`src/rtl/dcm_pkg.sv`:
```
// Shared types and helpers for the dcm clock monitor.
package dcm_pkg;

  localparam int NUM_MODES = 8;

  typedef logic [2:0] mode_t;

  typedef enum logic [1:0] {
    WAIT_EDGE,
    MEASURE,
    DECODE
  } state_t;

  // Nominal period of mode k, in reference-clock cycles.
  function automatic logic [63:0] expected_period(input logic [63:0] base, input int unsigned k);
    return base << k;
  endfunction

endpackage

```
`src/rtl/edge_sync.sv`:
```
// Two-flop synchronizer for an asynchronous level, plus a third flop that
// turns the synchronized level into single-cycle rise/fall pulses.
module edge_sync (
  input  logic clk,
  input  logic rst,
  input  logic din,
  output logic rise,
  output logic fall
);

  logic sync_p0, sync_p1, sync_p2;

  // Metastability chain followed by the edge-detect history flop.
  always_ff @(posedge clk) begin
    if (!rst) begin
      sync_p0 <= 1'b0;
      sync_p1 <= 1'b0;
      sync_p2 <= 1'b0;
    end else begin
      sync_p0 <= din;
      sync_p1 <= sync_p0;
      sync_p2 <= sync_p1;
    end
  end

  assign rise = sync_p1 & ~sync_p2;
  assign fall = ~sync_p1 & sync_p2;

endmodule

```
`src/rtl/dcm_monitor.sv`:
```
// Period/mode checker for the dcm slow clock output.
// Optional duty-cycle check enabled by defining DCM_MON_DUTY_EN.
module dcm_monitor
  import dcm_pkg::*;
#(
  parameter int BASE_PERIOD = 10000000,
  parameter int TOL_SHIFT   = 4,
  parameter int LOCK_COUNT  = 3,
  parameter int CNT_W       = 32
) (
  input  logic             clk,
  input  logic             rst,
  input  logic             clk_2_in,
  input  logic [2:0]       prog_exp,
  output logic [2:0]       mode_det,
  output logic             det_valid,
  output logic             no_match,
  output logic             mismatch,
  output logic             locked,
  output logic             clk_lost,
  output logic [CNT_W-1:0] period
`ifdef DCM_MON_DUTY_EN
  ,
  output logic             duty_err
`endif
);

  localparam logic [CNT_W-1:0] LIMIT = CNT_W'(expected_period(64'(BASE_PERIOD), 8));
  localparam int LC_W = $clog2(LOCK_COUNT + 1);
  localparam logic [LC_W-1:0] LOCK_MAX = LC_W'(LOCK_COUNT);

  state_t           state, state_nxt;
  logic             rise;
  logic [CNT_W-1:0] cnt, quiet_cnt, period_p0;
  logic [LC_W-1:0]  lock_cnt, lock_nxt;
  mode_t            prog_q, dec_mode;
  logic             dec_found, timeout, duty_bad;
  logic [3:0]       dec_res;

  // Saturating increment so no counter can wrap back into a legal window.
  function automatic logic [CNT_W-1:0] sat_inc(input logic [CNT_W-1:0] c);
    return (c == LIMIT) ? c : c + CNT_W'(1);
  endfunction

  // Returns {found, mode}; scanning downward lets the lowest matching mode win.
  function automatic logic [3:0] decode_mode(input logic [CNT_W-1:0] p);
    logic [63:0] pw, exp_p, tol;
    logic [3:0]  res;
    res = '0;
    pw  = 64'(p);
    for (int k = NUM_MODES - 1; k >= 0; k--) begin
      exp_p = expected_period(64'(BASE_PERIOD), unsigned'(k));
      tol   = exp_p >> TOL_SHIFT;
      if ((pw + tol >= exp_p) && (pw <= exp_p + tol)) res = {1'b1, 3'(k)};
    end
    return res;
  endfunction

`ifdef DCM_MON_DUTY_EN
  logic fall;
  edge_sync u_sync (.clk(clk), .rst(rst), .din(clk_2_in), .rise(rise), .fall(fall));
`else
  logic fall_unused;
  edge_sync u_sync (.clk(clk), .rst(rst), .din(clk_2_in), .rise(rise), .fall(fall_unused));
`endif

  assign timeout   = (state == MEASURE) && (cnt == LIMIT);
  assign dec_res   = decode_mode(period_p0);
  assign dec_found = dec_res[3];
  assign dec_mode  = dec_res[2:0];

  // FSM state register.
  always_ff @(posedge clk) begin
    if (!rst) state <= WAIT_EDGE;
    else      state <= state_nxt;
  end

  // Next-state logic; a rise during DECODE is ignored.
  always_comb begin
    state_nxt = state;
    case (state)
      WAIT_EDGE: if (rise) state_nxt = MEASURE;
      MEASURE: begin
        if (timeout)   state_nxt = WAIT_EDGE;
        else if (rise) state_nxt = DECODE;
      end
      DECODE:    state_nxt = MEASURE;
      default:   state_nxt = WAIT_EDGE;
    endcase
  end

  // Period counter, idle watchdog and measurement latch.
  always_ff @(posedge clk) begin
    if (!rst) begin
      cnt       <= '0;
      quiet_cnt <= '0;
    end else begin
      case (state)
        WAIT_EDGE: begin
          cnt       <= rise ? CNT_W'(1) : '0;
          quiet_cnt <= rise ? '0 : sat_inc(quiet_cnt);
        end
        MEASURE: begin
          quiet_cnt <= '0;
          if (timeout)   cnt <= '0;
          else if (rise) cnt <= CNT_W'(1);
          else           cnt <= sat_inc(cnt);
        end
        default: begin
          quiet_cnt <= '0;
          cnt       <= sat_inc(cnt);
        end
      endcase
    end
    if (state == MEASURE && rise && !timeout) period_p0 <= cnt;
  end

`ifdef DCM_MON_DUTY_EN
  logic             hi_run;
  logic [CNT_W-1:0] hi_cnt, hi_p0;
  logic [CNT_W:0]   two_hi, per_w, diff;

  // High-time counter from each synchronized rise to the following fall.
  always_ff @(posedge clk) begin
    if (!rst) begin
      hi_run <= 1'b0;
      hi_cnt <= '0;
    end else if (rise) begin
      hi_run <= 1'b1;
      hi_cnt <= CNT_W'(1);
    end else if (fall) begin
      hi_run <= 1'b0;
    end else if (hi_run) begin
      hi_cnt <= sat_inc(hi_cnt);
    end
    if (state == MEASURE && rise && !timeout) hi_p0 <= hi_cnt;
  end

  // Duty error when twice the high time strays beyond the period tolerance.
  always_comb begin
    two_hi   = {hi_p0, 1'b0};
    per_w    = {1'b0, period_p0};
    diff     = (two_hi > per_w) ? two_hi - per_w : per_w - two_hi;
    duty_bad = diff > (per_w >> TOL_SHIFT);
  end
`else
  assign duty_bad = 1'b0;
`endif

  // Lock counter advance for the decode in progress.
  always_comb begin
    lock_nxt = lock_cnt;
    if (!dec_found || (dec_mode != prog_exp) || duty_bad) lock_nxt = '0;
    else if (lock_cnt != LOCK_MAX)                       lock_nxt = lock_cnt + LC_W'(1);
  end

  // Status registers; a prog_exp change overrides everything to drop lock.
  always_ff @(posedge clk) begin
    if (!rst) begin
      mode_det  <= '0;
      det_valid <= 1'b0;
      no_match  <= 1'b0;
      mismatch  <= 1'b0;
      locked    <= 1'b0;
      clk_lost  <= 1'b0;
      period    <= '0;
      lock_cnt  <= '0;
      prog_q    <= '0;
`ifdef DCM_MON_DUTY_EN
      duty_err  <= 1'b0;
`endif
    end else begin
      det_valid <= (state == DECODE);
      prog_q    <= prog_exp;
      if (state == DECODE) begin
        period   <= period_p0;
        clk_lost <= 1'b0;
        if (dec_found) begin
          mode_det <= dec_mode;
          no_match <= 1'b0;
          mismatch <= (dec_mode != prog_exp);
        end else begin
          no_match <= 1'b1;
        end
        lock_cnt <= lock_nxt;
        locked   <= (lock_nxt == LOCK_MAX);
`ifdef DCM_MON_DUTY_EN
        duty_err <= duty_bad;
`endif
      end else if (timeout || (state == WAIT_EDGE && quiet_cnt == LIMIT)) begin
        clk_lost <= 1'b1;
        lock_cnt <= '0;
        locked   <= 1'b0;
      end
      if (prog_exp != prog_q) begin
        lock_cnt <= '0;
        locked   <= 1'b0;
      end
    end
  end

endmodule

```
`config.mk`:
```
export PLATFORM = sky130hd
export DESIGN_NAME = dcm_monitor
export DESIGN_NICKNAME = d
export VERILOG_FILES = /design/src/rtl/dcm_pkg.sv /design/src/rtl/edge_sync.sv /design/src/rtl/dcm_monitor.sv
export SDC_FILE = /design/constraint.sdc
export NUM_CORES = 1
export LEC_CHECK = 0
export BUFFER_PORTS_ARGS = -buffer_cell sky130_fd_sc_hd__buf_4
export CORE_UTILIZATION = 45
export CTS_CLUSTER_DIAMETER = 200
export CTS_CLUSTER_SIZE = 16
export DETAILED_ROUTE_END_ITERATION = 12
export PLACE_DENSITY = 0.66
export SKIP_CTS_REPAIR_TIMING = 1
export SYNTH_ARGS = -nofsm -noshare
export SYNTH_HDL_FRONTEND = slang
export SYNTH_SLANG_ARGS = --single-unit
```
`constraint.sdc`:
```
create_clock -name clk -period 4.34 [get_ports clk]
set_input_delay 0.434 -clock clk [delete_from_list [all_inputs] [get_ports clk]]
set_output_delay 0.434 -clock clk [all_outputs]
set_load 0.1 [all_outputs]
```
# [Word-level counts from Yosys, hierarchy flattened]
# Index checks and enable logic that the tools add are counted.
[word_totals] ff_bits=146 output_inout_bits=40 wordCells=104
[classes] n_addsub=11 order_cmp=16 eq_ne=10 mux=24 bitwise_logic=4 n_reduce_logical=23
[op_table] operator="32-bit 2-to-1 mux" count=3
[op_table] operator="32-bit by 1-bit adder with 32-bit output, second input constant" count=2
[op_table] operator="32-bit equality test, second input constant" count=2
[op_table] operator="32-bit one-hot mux with 2 select lines" count=1
[op_table] operator="32-bit by 20-bit adder with 33-bit output, second input constant" count=1
[op_table] operator="32-bit by 21-bit adder with 33-bit output, second input constant" count=1
[op_table] operator="32-bit by 22-bit adder with 33-bit output, second input constant" count=1
[op_table] operator="32-bit by 23-bit adder with 33-bit output, second input constant" count=1
[op_table] operator="32-bit by 24-bit adder with 33-bit output, second input constant" count=1
[op_table] operator="32-bit by 25-bit adder with 33-bit output, second input constant" count=1
[op_table] operator="32-bit by 26-bit adder with 33-bit output, second input constant" count=1
[op_table] operator="32-bit by 27-bit adder with 33-bit output, second input constant" count=1
[op_table] operator="33-bit by 24-bit >= comparator with 1-bit output, second input constant" count=1
[op_table] operator="33-bit by 25-bit >= comparator with 1-bit output, second input constant" count=1
[op_table] operator="33-bit by 26-bit >= comparator with 1-bit output, second input constant" count=1
[op_table] operator="33-bit by 27-bit >= comparator with 1-bit output, second input constant" count=1
[op_table] operator="33-bit by 28-bit >= comparator with 1-bit output, second input constant" count=1
[op_table] operator="33-bit by 29-bit >= comparator with 1-bit output, second input constant" count=1
[op_table] operator="33-bit by 30-bit >= comparator with 1-bit output, second input constant" count=1
[op_table] operator="33-bit by 31-bit >= comparator with 1-bit output, second input constant" count=1
[op_table] operator="32-bit by 24-bit <= comparator with 1-bit output, second input constant" count=1
[op_table] operator="32-bit by 25-bit <= comparator with 1-bit output, second input constant" count=1
[op_table] operator="32-bit by 26-bit <= comparator with 1-bit output, second input constant" count=1
[op_table] operator="32-bit by 27-bit <= comparator with 1-bit output, second input constant" count=1
[op_table] operator="24 further kinds" count=60

# [Longest topological paths before layout]
[logic_depth] ltp_word=16 ltp_mapped=13 mapped_depth_nobuf=11

# [Hierarchy]
# A second synthesis with hierarchy kept.
[hier_totals] hier_cells=987 hier_area_um2=8090.3
[modules_own_cells] mod="dcm_monitor" instances=1 cells_each=979 area_per_inst_um2=7998.9 seq_area_each_um2=3183.1
[modules_own_cells] mod="edge_sync" instances=1 cells_each=8 area_per_inst_um2=91.3 seq_area_each_um2=60.1

# [Worst setup path before layout]
# Ideal clock, no wire load.
[synth_path] path_type="register to register" startpoint="register cnt[0]" endpoint="register period_p0[0], enable pin" setup_time_ns=0.463 arrival_ns=3.519 required_time_ns=3.877 setup_slack_ns=0.359 stages_incl_launch_ff=9 n_path_buf=1 period_less_slack_ns=3.981 cell_sequence="dfxtp_1 -> inv_1 -> ha_1 -> nor4b_1 -> nand4_1 -> or4_1 -> clkbuf_1 -> nand2_1 -> nor3_1"
[synth_between] elab_chain_cells=4
[synth_lines] item="start: declaration" line_no="dcm_monitor.sv:34" source="logic [CNT_W-1:0] cnt, quiet_cnt, period_p0;"
[synth_lines] item="start signal: assignment" line_no="dcm_monitor.sv:100" source="cnt <= rise ? CNT_W'(1) : '0;"
[synth_lines] item="start signal: assignment" line_no="dcm_monitor.sv:107" source="else cnt <= sat_inc(cnt);"
[synth_lines] item="start signal: assignment" line_no="dcm_monitor.sv:111" source="cnt <= sat_inc(cnt);"
[synth_lines] item="32-bit equality test" line_no="dcm_monitor.sv:67" source="assign timeout = (state == MEASURE) && (cnt == LIMIT);"
[synth_lines] item="1-bit logical AND" line_no="dcm_monitor.sv:67"
[synth_lines] item="1-bit logical NOT" line_no="dcm_monitor.sv:115" source="if (state == MEASURE && rise && !timeout) period_p0 <= cnt;"
[synth_lines] item="1-bit logical AND" line_no="dcm_monitor.sv:115"
[synth_lines] item="end signal: assignment" line_no="dcm_monitor.sv:115"
[synth_lines] item="end: declaration" line_no="dcm_monitor.sv:34"
# Every way passes these cells.
# A chain may end at the register's enable or synchronous reset.

# [Worst setup path after layout]
[layout_path] startpoint="register period_p0[17]" endpoint="register lock_cnt[0]"
[layout_between] elab_chain_cells=15 word_cells_on_any_way=45 classes_between="8 x add/sub; 16 x order compare; 1 x eq/ne; 10 x mux; 10 x reduce/logical"
[layout_lines] item="32-bit by 27-bit adder with 33-bit output" line_no="dcm_monitor.sv:54" source="if ((pw + tol >= exp_p) && (pw <= exp_p + tol)) res = {1'b1, 3'(k)};"
[layout_lines] item="33-bit by 31-bit >= comparator with 1-bit output" line_no="dcm_monitor.sv:54"
[layout_lines] item="1-bit logical AND" line_no="dcm_monitor.sv:54"
[layout_lines] item="4-bit 2-to-1 mux (7 in a row)" line_no="dcm_monitor.sv:54"
[layout_lines] item="4-bit 2-to-1 mux (*)" line_no="dcm_monitor.sv:54"
[layout_lines] item="3-bit != test / 1-bit logical NOT (equally long branches)" line_no="dcm_monitor.sv:153" source="if (!dec_found || (dec_mode != prog_exp) || duty_bad) lock_nxt = '0;"
[layout_lines] item="1-bit logical OR (*)" line_no="dcm_monitor.sv:153"
[layout_lines] item="2-bit 2-to-1 mux (*)" line_no="dcm_monitor.sv:153"
[layout_lines] item="2-bit 2-to-1 mux (*)" line_no="dcm_monitor.sv:175" source="if (state == DECODE) begin"
[layout_lines] item="end signal: assignment" line_no="dcm_monitor.sv:185" source="lock_cnt <= lock_nxt;"
[layout_lines] item="end: declaration" line_no="dcm_monitor.sv:35" source="logic [LC_W-1:0] lock_cnt, lock_nxt;"
# Mark *: on every way between the ends. The rest lies on a longest branch, timed or not.

==> key figures <==
Die
  • Core region area: around 0.018 mm²
  • Die boundary width: ~140 µm
  • Starting density of the core: between 40% and 50%
  • Die height: 136.8 µm
  • Num rows: 48
  • Area enclosed by the die boundary: between 0.015 and 0.02 mm²
  • # IOs: between 40 and 50

Synth
  • Dominant register cell in the synthesized netlist: sky130_fd_sc_hd__dfxtp_1
  • Share of the yosys chip area belonging to registers: 39.66%
  • Cell area after synthesis: slightly above 0.008 mm²
  • Post-synthesis average cell area: slightly above 8 µm²
  • Number of enable flip-flop cells after synthesis: 32
  • Share of synthesized flip-flops with an asynchronous set or reset: 0%
  • Syn nets: 1,012
  • Unique masters post-synth: 80
  • Flops & latches, synth: 146
  • Synth warn: 0
  • Gate Count Post-Synth: around 1,000

Clock tree
  • Insertion delay of the later-clocked pin in the worst-skew pair: around 0.44 ns
  • Clock-pin slew on the worst setup and hold paths: 0.07 ns
  • CTS HTree Levels: 4
  • Number of sinks on the clock net: roughly 150
  • Bufs on Longest Clock Path: 2
  • Total CTS buffers: 17
  • Cell at the root of the clock tree: sky130_fd_sc_hd__clkbuf_16
  • CTS tree: yes

Routing
  • Met2 wire length: a little over 10 mm
  • Highest metal layer with signal wires: met4
  • Count of nets left with antenna violations after detail routing: 0
  • Total wirelength of the detailed-routed design: approximately 23 mm
  • Residual DRC: 0
  • Average wire length per cell after detail routing: around 18 µm
  • DRC violation total after the first TritonRoute iteration: about 880
  • Total routed wire length on the met1 layer: between 10 and 15 mm
  • DR WL met3: 1.562 mm
  • Via density per instance: between 6 and 7
  • Total number of vias: 7,600
  • DR pass1 iterations: 6

Worst setup path
  • Number of cell instances on the worst register-to-register path: 10
  • Kind of end point of the critical path: register
  • Worst endpoint required time: between 4 and 5 ns
  • Critical path cell sequence: nor2_1 -> a41oi_1 -> o32a_1 -> o211a_1 -> a221oi_2 -> or3_1 -> nand4_1 -> xor2_4 -> o41ai_1 -> and2_1
  • Capture instance of the worst register-to-register path: lock_cnt[0]$_SDFFE_PP0P_
  • Type of the setup path with the least slack: register to register
  • Largest stage delay on the critical path: ~0.7 ns
  • Maximum fanout along the worst path: 20
  • Number of buffers and inverters on the critical path: 0
  • FF-to-FF Start: period_p0[17]$_DFFE_PP_
  • Crit. path cell count: 10
  • Crit-path slowest cell: sky130_fd_sc_hd__edfxtp_1
  • Crit path max-delay family: compound AO/OA/AOI/OAI gates
  • Start point of the critical path: period_p0[17]$_DFFE_PP_
  • Critical Path Source Type: register
  • End point of the critical path: lock_cnt[0]$_SDFFE_PP0P_
  • Arrival time reported for the critical path endpoint: between 3 and 4 ns
  • Worst reg-to-reg setup slack: 0.80 ns

STA
  • Headroom to the max-slew limit: about 45%
  • Slew @ Worst Pin: roughly 0.83 ns
  • Number of hold violations in the final report: 0
  • RSZ-0062 raised after global routing: false
  • Final max-slew violation count: 0
  • Final worst hold slack: 0.2126 ns
  • Final setup violation count: 0
  • Largest clock skew in the final design: roughly 0.019 ns
  • Timing-limited maximum frequency: approximately 280 MHz
  • Post-Route Setup TNS: 0 ns
  • Minimum period implied by the final worst setup slack: 3.543 ns
  • Share of the cycle needed by the critical path after routing: 81.63%

Layout
  • Share of final-layout standard cells stronger than drive strength 1: between 10% and 20%
  • Final-stage net count: 1,024
  • Core utilization of the finished layout: around 53%
  • Final antenna diode count: 0
  • P&R area growth vs syn: 13.24%

Place
  • Count of buffers from port buffering: between 40 and 50
  • Half-perimeter wire length of the detailed placement result: about 16 mm
  • Final estimated routing congestion in global placement: between 1 and 1.5

GRT
  • Pin count of the biggest net entering global routing: between 50 and 60
  • Number of global-route vias before repair: 6,790
  • Number of antenna violations at the first check in global routing: 0
  • Overflow after GRT: 0
  • Global-route usage over all layers: around a quarter
  • Global-route wire length before repair: roughly 35 mm

Pwr
  • Power, Total: between 3 and 4 mW
  • VDD IR max: 0.3422 mV
  • Power density over the cells: between 300 and 400 mW/mm²
  • Static leakage power: approximately 3.3 nW

Status
  • Result of the run: finished clean

Hold path
  • Source of the worst hold timing path: clk_2_in
  • Path type of the worst min-delay path: input port to register

Run
  • Count of max-cap constraint violations: 0
==> area by class of cell <==
type | count | area (µm²)
Fill cell | 1668 | 8278
Clock inverter | 15 | 177.7
Timing Repair Buffer | 62 | 465.4
Sequential cell | 146 | 3243
Tap cell | 225 | 281.5
Clock buffer | 17 | 425.4
Multi-Input combinational cell | 765 | 4583
Inverter | 22 | 82.58
==> state kept, by name (all words and copies together), names as in the netlist, 2 cells and up <==
name / count
quiet_cnt: 32
period: 32
period_p0: 32
cnt: 32
prog_q: 3
lock_cnt: 2
state: 2
mode_det: 3
==> worst min-delay path by stage <==
stage	end	slack, ns	depth (start not counted)
finish	u_sync.sync_p0$_SDFF_PN0_	0.21	2
global route	u_sync.sync_p0$_SDFF_PN0_	0.20	2
CTS	u_sync.sync_p0$_SDFF_PN0_	0.20	2
detailed placement	u_sync.sync_p1$_SDFF_PN0_	0.43	1
global placement	u_sync.sync_p1$_SDFF_PN0_	0.41	1
floorplan	u_sync.sync_p1$_SDFF_PN0_	0.41	1
==> kinds of logic after synthesis <==
logic type | count (synthesis) | synth area share [%]
flops | 146 | 39.66
mux | 7 | 0.9028
fa+ha+maj | 4 | 0.6121
compound gates | 199 | 17.93
buf+inv | 91 | 4.422
xor+xnor | 59 | 6.549
simple gates | 496 | 29.92
==> cell usage in the layout, fill, tap and decap left out, types with 5 or more instances in the layout <==
cell type                   Yosys  routed
sky130_fd_sc_hd__a211o_1        8       8
sky130_fd_sc_hd__xor2_1        37      37
sky130_fd_sc_hd__nor4_1        20      20
sky130_fd_sc_hd__a211oi_1      10      10
sky130_fd_sc_hd__nor2_1       124     124
sky130_fd_sc_hd__or3_1         14      14
sky130_fd_sc_hd__edfxtp_1      32      32
sky130_fd_sc_hd__nand3_1       41      41
sky130_fd_sc_hd__xnor2_1       21      21
sky130_fd_sc_hd__nor3_1        21      20
sky130_fd_sc_hd__inv_1         22      22
sky130_fd_sc_hd__mux2i_1        6       6
sky130_fd_sc_hd__dfxtp_1      114     114
sky130_fd_sc_hd__a31oi_1        8       8
sky130_fd_sc_hd__nand4_1       34      34
sky130_fd_sc_hd__o211a_1        6       6
sky130_fd_sc_hd__nand2_1      139     139
sky130_fd_sc_hd__nor3b_1        7       7
sky130_fd_sc_hd__a21oi_1       29      29
sky130_fd_sc_hd__and3_1        22      22
sky130_fd_sc_hd__a21boi_0      35      35
sky130_fd_sc_hd__clkbuf_16      0      17
sky130_fd_sc_hd__nand2b_1      12      12
sky130_fd_sc_hd__o31ai_1        8       8
sky130_fd_sc_hd__o21ai_0       23      22
sky130_fd_sc_hd__or2_2          5       5
sky130_fd_sc_hd__and4_1         5       5
sky130_fd_sc_hd__nor2b_1        9       8
sky130_fd_sc_hd__and2_1        24      24
sky130_fd_sc_hd__buf_4          0      62
==> through the flow <==
step                cell area [µm²]  cells  setup slack [ns]
floorplan                      8177   1002            0.3588
global placement               8656   1220            0.8910
detailed placement             8656   1220            0.8330
CTS                            9259   1252            0.8202
global route                   9259   1252            0.5691
finish                         9259   1252            0.7971
==> per-layer routing <==
metal	track usage, %	up-vias
met2	37.87	374
met4	14.47	0
met1	31.75	3496
li1	-	3639
met5	0	-
met3	5.185	91
==> synthesized netlist by cell type (all sizes together), types with 5 or more instances <==
library cell / n / area, µm²
a211o: 8 / 70.07
a211oi: 10 / 75.07
a21boi: 35 / 262.8
a21oi: 29 / 145.1
a221oi: 5 / 50.04
a31o: 5 / 43.80
a31oi: 8 / 50.05
and2: 25 / 156.4
and3: 22 / 137.6
and4: 5 / 43.79
buf: 17 / 83.83
clkbuf: 52 / 195.2
dfxtp: 114 / 2282
edfxtp: 32 / 960.9
inv: 22 / 82.58
mux2i: 7 / 73.82
nand2: 139 / 521.8
nand2b: 13 / 88.83
nand3: 41 / 205.2
nand4: 34 / 212.7
nor2: 124 / 465.5
nor2b: 9 / 56.30
nor3: 21 / 105.1
nor3b: 7 / 52.55
nor4: 21 / 137.6
o211a: 7 / 70.07
o21ai: 26 / 130.1
o31ai: 10 / 85.08
or2: 6 / 37.54
or3: 14 / 87.58
xnor2: 21 / 183.9
xor2: 38 / 351.6
==> where the power goes <==
group	total (mW)	switching, mW	internal (mW)
Clock	1.52	0.651	0.864
Sequential	1.41	0.0169	1.39
Combinational	0.111	0.0709	0.0397
Total	3.04	0.739	2.30
(Power assumes the default switching activity.)
